[src/rtl/cd_tx_frame_reader.sv]
// CDBUS TX frame reader: reads one frame from the TX page RAM, hands its bytes to the
// serializer over a valid/ack handshake, appends or passes through the CRC, then releases the page.
module cd_tx_frame_reader #(
  parameter int ADDR_W    = 8,
  parameter int HDR_LEN   = 3,
  parameter int LEN_IDX   = 2,
  parameter int MAX_LEN   = 253,
  parameter int CRC_BYTES = 2
) (
  input  logic                   clk,
  input  logic                   reset,
  input  logic                   user_crc,
  input  logic                   abort,
  output logic [7:0]             data,
  output logic                   has_data,
  input  logic                   ack_data,
  output logic                   is_crc_byte,
  output logic                   is_last_byte,
  input  logic [8*CRC_BYTES-1:0] crc_data,
  output logic                   len_err,
  input  logic                   ram_unread,
  input  logic [7:0]             ram_rd_byte,
  output logic [ADDR_W-1:0]      ram_rd_addr,
  output logic                   ram_rd_en,
  output logic                   ram_rd_done
);

  // state | meaning
  // IDLE  | wait for a frame in the page RAM
  // RD    | issue RAM read at the byte counter
  // LAT   | capture RAM byte (and the length byte)
  // HOLD  | present RAM byte until acked
  // CRC   | present live generated CRC byte until acked
  // DONE  | one-cycle page release pulse
  localparam logic [2:0] S_IDLE = 3'd0;
  localparam logic [2:0] S_RD   = 3'd1;
  localparam logic [2:0] S_LAT  = 3'd2;
  localparam logic [2:0] S_HOLD = 3'd3;
  localparam logic [2:0] S_CRC  = 3'd4;
  localparam logic [2:0] S_DONE = 3'd5;

  localparam int         CNT_W     = ADDR_W + 1;
  localparam logic [7:0] MAX_LEN_B = 8'(MAX_LEN);

  logic [2:0]       state_q, state_d;
  logic [CNT_W-1:0] cnt_q, cnt_d;
  logic [7:0]       len_q, len_d;
  logic [7:0]       data_q, data_d;
  logic             len_err_q, len_err_d;
  logic             ucrc_q, ucrc_d;

  logic [CNT_W-1:0] pay_end, ram_end, last_idx, crc_k, cnt_inc;
  logic             in_frame;

  always_comb begin
    pay_end  = CNT_W'(HDR_LEN) + CNT_W'(len_q);
    ram_end  = pay_end + (ucrc_q ? CNT_W'(CRC_BYTES) : '0);
    last_idx = pay_end + CNT_W'(CRC_BYTES - 1);
    crc_k    = cnt_q - pay_end;
    cnt_inc  = cnt_q + CNT_W'(1);
    in_frame = (state_q == S_RD) || (state_q == S_LAT) ||
               (state_q == S_HOLD) || (state_q == S_CRC);
  end

  always_comb begin
    state_d   = state_q;
    cnt_d     = cnt_q;
    len_d     = len_q;
    data_d    = data_q;
    len_err_d = len_err_q;
    ucrc_d    = ucrc_q;
    case (state_q)
      S_IDLE: begin
        if (ram_unread) begin
          if (abort) begin
            state_d = S_DONE;
          end else begin
            state_d   = S_RD;
            cnt_d     = '0;
            len_d     = '0;
            len_err_d = 1'b0;
            ucrc_d    = user_crc;
          end
        end
      end
      S_RD: state_d = S_LAT;
      S_LAT: begin
        data_d = ram_rd_byte;
        if (cnt_q == CNT_W'(LEN_IDX)) begin
          if (ram_rd_byte > MAX_LEN_B) begin
            len_d     = MAX_LEN_B;
            len_err_d = 1'b1;
          end else begin
            len_d = ram_rd_byte;
          end
        end
        state_d = S_HOLD;
      end
      S_HOLD: begin
        if (ack_data) begin
          cnt_d = cnt_inc;
          if (cnt_inc < ram_end) state_d = S_RD;
          else if (!ucrc_q)      state_d = S_CRC;
          else                   state_d = S_DONE;
        end
      end
      S_CRC: begin
        if (ack_data) begin
          cnt_d = cnt_inc;
          if (cnt_q == last_idx) state_d = S_DONE;
        end
      end
      S_DONE:  state_d = S_IDLE;
      default: state_d = S_IDLE;
    endcase
    // A vanished page leaves nothing to release, so it wins over abort.
    if (in_frame) begin
      if (!ram_unread) state_d = S_IDLE;
      else if (abort)  state_d = S_DONE;
    end
  end

  always_ff @(posedge clk or posedge reset) begin
    if (reset) begin
      state_q   <= S_IDLE;
      cnt_q     <= '0;
      len_q     <= '0;
      data_q    <= '0;
      len_err_q <= 1'b0;
      ucrc_q    <= 1'b0;
    end else begin
      state_q   <= state_d;
      cnt_q     <= cnt_d;
      len_q     <= len_d;
      data_q    <= data_d;
      len_err_q <= len_err_d;
      ucrc_q    <= ucrc_d;
    end
  end

  always_comb begin
    data = data_q;
    if (state_q == S_CRC) begin
      for (int i = 0; i < CRC_BYTES; i++) begin
        if (crc_k == CNT_W'(i)) data = crc_data[8*i +: 8];
      end
    end
  end

  assign has_data     = (state_q == S_HOLD) || (state_q == S_CRC);
  assign is_crc_byte  = has_data && (cnt_q >= pay_end);
  assign is_last_byte = has_data && (cnt_q == last_idx);
  assign len_err      = len_err_q;
  assign ram_rd_addr  = cnt_q[ADDR_W-1:0];
  assign ram_rd_en    = (state_q == S_RD);
  assign ram_rd_done  = (state_q == S_DONE);

endmodule

[config.mk]
export PLATFORM = sky130hd
export DESIGN_NAME = cd_tx_frame_reader
export DESIGN_NICKNAME = d
export VERILOG_FILES = /design/src/rtl/cd_tx_frame_reader.sv
export SDC_FILE = /design/constraint.sdc
export NUM_CORES = 1
export LEC_CHECK = 0
export BUFFER_PORTS_ARGS = -buffer_cell sky130_fd_sc_hd__buf_2
export CAP_MARGIN = 20
export CORE_UTILIZATION = 62
export DETAILED_ROUTE_END_ITERATION = 10
export GPL_TIMING_DRIVEN = 1
export PLACE_DENSITY = 0.87
export REMOVE_ABC_BUFFERS = 1
export SYNTH_ARGS = -nofsm -noshare
export SYNTH_HDL_FRONTEND = slang
export SYNTH_SLANG_ARGS = --single-unit
[constraint.sdc]
create_clock -name clk -period 8 [get_ports clk]
set_input_delay 0.4 -clock clk [delete_from_list [all_inputs] [get_ports clk]]
set_output_delay 0.4 -clock clk [all_outputs]
set_load 0.01 [all_outputs]
# Word level (Yosys, flattened, before mapping)
# Index checks and enable logic that the tools add are counted.
[word_totals]
word_cells = 72
ff_bits = 30
input_bits = 30
out_inout_bits = 22
[classes]
addsub = 5
mux = 29
n_eq_ne = 13
n_reduce_logical = 15
n_bitwise = 1
order_cmp = 3
[ops]
columns = ["op", "n"]
rows = [
  ["two-way mux 8 bit", 7],
  ["two-way mux 3 bit", 9],
  ["two-way mux 9 bit", 3],
  ["adder 9 x 1 -> 9 bit (second input constant)", 2],
  ["case mux 9 bit (2 select lines)", 1],
  ["case mux 8 bit (2 select lines)", 1],
  ["case mux 3 bit (5 select lines)", 1],
  ["adder 2 x 8 -> 9 bit (first input constant)", 1],
  ["adder 9 x 2 -> 9 bit", 1],
  ["equality test 9 x 1 -> 1 bit (second input constant)", 1],
  ["equality test 9 x 2 -> 1 bit (second input constant)", 1],
  ["equality test 9 bit", 1],
  [">= comparator 9 bit", 1],
  ["logical NOT 9 bit", 1],
  ["< comparator 9 bit", 1],
  ["subtractor 9 bit", 1],
  ["greater-than comparator 8 bit (second input constant)", 1],
  ["AND reduction 4 bit", 2],
  ["equality test 3 x 2 -> 1 bit (second input constant)", 2],
  ["equality test 3 bit (second input constant)", 2],
  ["!= test 2 x 1 -> 1 bit (second input constant)", 3],
  ["two-way mux 1 bit", 5],
  ["AND reduction 5 bit", 1],
  ["logical OR 1 bit", 4],
  ["10 further kinds", 13],
]

# Logic depth before layout (Yosys ltp)
[logic_depth]
ltp_word = 9
mapped_depth = 16
mapped_depth_nobuf = 15

# Worst setup path before layout
# OpenSTA, ideal clock, no wires.
[synth_path]
path_type = "register to output"
start = "register len_q[0]"
end = "output port data[0]"
setup_slack_ns = 4.105
path_buffers = 2
t_arrival_ns = 3.495
path_stages_with_launch = 15
required_time_ns = 7.600
cell_sequence = "dfrtp_1 clkbuf_1 inv_1 ha_1 nand3b_1 or3_1 and2_1 clkbuf_1 ha_1 nor2b_1 o21ai_0 o211ai_2 a2111oi_4 o2111ai_4 mux2_2"
[synth_between]
elab_chain_len = 6
[synth_lines]
columns = ["item", "line", "rtl"]
rows = [
  ["start, declared", "47", "logic [7:0] len_q, len_d;"],
  ["start signal, assigned", "134", "len_q <= len_d;"],
  ["adder 2 x 8 -> 9 bit *", "56", "pay_end = CNT_W'(HDR_LEN) + CNT_W'(len_q);"],
  ["subtractor 9 bit *", "59", "crc_k = cnt_q - pay_end;"],
  ["logical NOT 9 bit", "145", "if (crc_k == CNT_W'(i)) data = crc_data[8*i +: 8];"],
  ["two-way mux 8 bit", "145", ""],
  ["two-way mux 8 bit *", "145", ""],
  ["two-way mux 8 bit *", "143", "if (state_q == S_CRC) begin"],
  ["end, declared", "14", "output logic [7:0] data,"],
]
# Mark *: on every way between the ends. The rest lies on a longest branch, timed or not.

# Final worst setup path
[layout_path]
start = "register len_q[0]"
end = "output port data[3]"
# The elaborated chain is that of the path after synthesis.

==> impl_metrics.tcl <==
set metrics [dict create \
    slew_headroom 0.460 \
    antenna_found_initial 0 \
    clockRootBuffer "clkbuf_8" \
    cp.depth 13 \
    start_kind "flop" \
    setup_violations 0 \
    wl_per_cell_um 17.4 \
    arrival_ns 4.13 \
    cts_max_path_buffers 2 \
    diodes 0 \
    place_area_mm2 0.00317 \
    grt_overflow 0 \
    drive_above_1_share 0.251 \
    vdd_drop_max_mv 0.153 \
    path_class "flop to output pin" \
    dr.pass1.iters 5 \
    grt_max_degree 31 \
    hold_class "input pin to async pin" \
    finalPower_uw 568 \
    nNetsFinal 427 \
    routed_wl_mm 7.40 \
    post-place-ws_ns 3.87 \
    syn_area_mm2 0.00296 \
    max_slew.worst_pin.slew_ns 0.804 \
    die_y_um 71.1 \
    placementRows 24 \
    ys.flop_type "dfrtp_1" \
    final_area_mm2 0.00327 \
    yosysTopAreaCellShare 0.253 \
    p_leak_uw 0.00150 \
    start_util 0.662 \
    r2r-end "state_q[0]$_DFF_PP0_" \
    path_buf_inv 3 \
    finalCriticalPeriod_ns 4.53 \
    fin_crit_sh 0.566 \
    crit_chain "inv_1, ha_1, nand3b_1, or3_1, and2_1, ha_1, inv_1, o21bai_1, a221oi_1, xor2_1, o2111ai_4, mux2_2, buf_2" \
    worst_hold_slack_ns 0.181 \
    detail-route-antenna-nets 0 \
    fp.dieW_um 71.1 \
    r2r_start "len_q[0]$_DFFE_PP0P_" \
    htreeDepth 2 \
    fin_skew_ns 0.00547 \
    worstSetupEndpointType "output pin" \
    cts.sinks 30 \
    cp_slowest_cell "dfrtp_1" \
    required_ns 7.60 \
    syn_to_final_growth_pct 10.3 \
    tns_ns 0 \
    gp_congestion 0.998 \
    post_cts_resized 0 \
    io_buffers 51 \
    drc_errors 0 \
    clk_latency_ns 0.28 \
    die-area_mm2 0.00506 \
    ios 52 \
    maxSlewViolCount 0 \
    dr.first_iter.drc_count 200 \
    rrSetupSlack_ns 4.37 \
    synth-seq-area-share 0.253 \
    cts-hold-fix-buffers 0 \
    via_per_inst 6.33 \
    synth.area.top_cells "dfrtp_1 25%, ha_1 9.7%, mux2_2 9.5%, xnor2_1 5.6%, o21ai_0 4.4%" \
    rsz0062_at_grt "false" \
    syn_area_per_cell_um2 8.82 \
    cts_buffers 5 \
    ys_ff_latch 30 \
    yosysTopAreaCell "dfrtp_1" \
    cts_tree "done" \
    cap_violations 0 \
    rr_worst_depth 13 \
    hpwlAfterDp_mm 5.69 \
    track_usage 0.310 \
    cpPeakStageDelay_ns 0.50 \
    synthCells 336 \
    power_density_mw_per_mm2 174 \
    clk_pin_slew_ns 0.07 \
    grt_pass1_wl_mm 12.2 \
    via_count 2697 \
    hold_viol_final 0 \
    ys_types 60 \
    async_reset_ff_frac 1.00 \
    core_mm2 0.00447 \
    max_freq_ghz 0.221 \
    first_global_vias 2435 \
    worstPathMaxFanout 10 \
    fin_ws_ns 3.47 \
    cts_setup_buffers 0 \
    synthTopCellsByCount "30 x dfrtp_1, 26 x o21ai_0, 25 x mux2_2" \
    status "complete, no violations" \
    yosys_warnings 0 \
    yosysMostFrequentCell "dfrtp_1" \
    synth_edf_count 0 \
    critPathTopFamily "simple AND/OR/NAND/NOR gates" \
]
[power breakdown]
| group | leakage, µW | switching [µW] | internal, µW |
|---|---|---|---|
| registers | 0.000397 | 28.4 | 176 |
| clock network | 0.0000472 | 60.3 | 69.1 |
| logic | 0.00105 | 122 | 112 |
[cells in the final DEF (no fill, tap or decap), drive strengths merged, types with 3 or more instances in the layout]
cell type,instances
nand4,6
buf,53
or3,3
nor2b,3
xnor2,19
clkbuf,6
o21ai,27
o2111ai,3
mux2,25
dfrtp,30
a21oi,11
xor2,9
nand3,22
o21a,5
nand2,21
inv,23
and3,4
a21o,4
a32o,4
nor2,15
a31oi,3
nor3,7
ha,23
nand2b,3
nor4,5
nor3b,5
[worst min-delay path: stages]
cell,delay [ns]
buf_2,0.09
inv_1,0.04
buf_4,0.35
[sequential cells by signal, summed over array words and instances (netlist names)]
register and count:
ucrc_q 1, state_q 3, len_q 8, cnt_q 9, len_err 1, data_q 8
[layout make-up]
type	count	area (µm²)
Fill cell	332	1210
Sequential cell	30	751
Multi-Input combinational cell	260	2000
Clock inverter	2	12.5
Inverter	23	86.3
Timing Repair Buffer	53	270
Tap cell	52	65.1
Clock buffer	6	82.6
[routing by layer]
metal / vias up / GRT usage / part of all wire
li1: 1293 / - / -
met1: 1307 / 0.435 / 0.45
met2: 83 / 0.506 / 0.48
met3: 14 / 0.0484 / 0.051
met4: 0 / 0.0711 / 0.018
met5: - / 0 / 0
[worst max-delay path by stage]
stage                    startpoint       to  slack [ns]
2_1_floorplan  len_q[0]$_DFFE_PP0P_  data[0]        4.32
3_3_place_gp   len_q[0]$_DFFE_PP0P_  data[1]        3.99
3_5_place_dp   len_q[0]$_DFFE_PP0P_  data[6]        3.87
4_1_cts        len_q[0]$_DFFE_PP0P_  data[7]        3.53
5_1_grt        len_q[0]$_DFFE_PP0P_  data[6]        3.18
6_report       len_q[0]$_DFFE_PP0P_  data[3]        3.47
[stage by stage]
stage / cells / utilization
2_1_floorplan: 313 / -
3_3_place_gp: 418 / 0.709
3_5_place_dp: 418 / 0.709
4_1_cts: 426 / 0.730
5_1_grt: 426 / 0.730
6_report: 426 / 0.730
[kinds of logic (layout without fill, tap and decap cells)]
| logic type | count (synthesis) | after routing | share of synthesized area |
|---|---|---|---|
| muxes | 27 | 27 | 0.102 |
| DFF | 30 | 30 | 0.253 |
| AOI/OAI and AO/OA | 75 | 75 | 0.188 |
| xor gates and xnor gates | 29 | 29 | 0.0904 |
| and+or+nand+nor | 105 | 105 | 0.191 |
| buffers and inverters | 46 | 84 | 0.0718 |
| adders and majority gates | 24 | 24 | 0.104 |
Note: power is estimated with default switching activity, not from simulation.
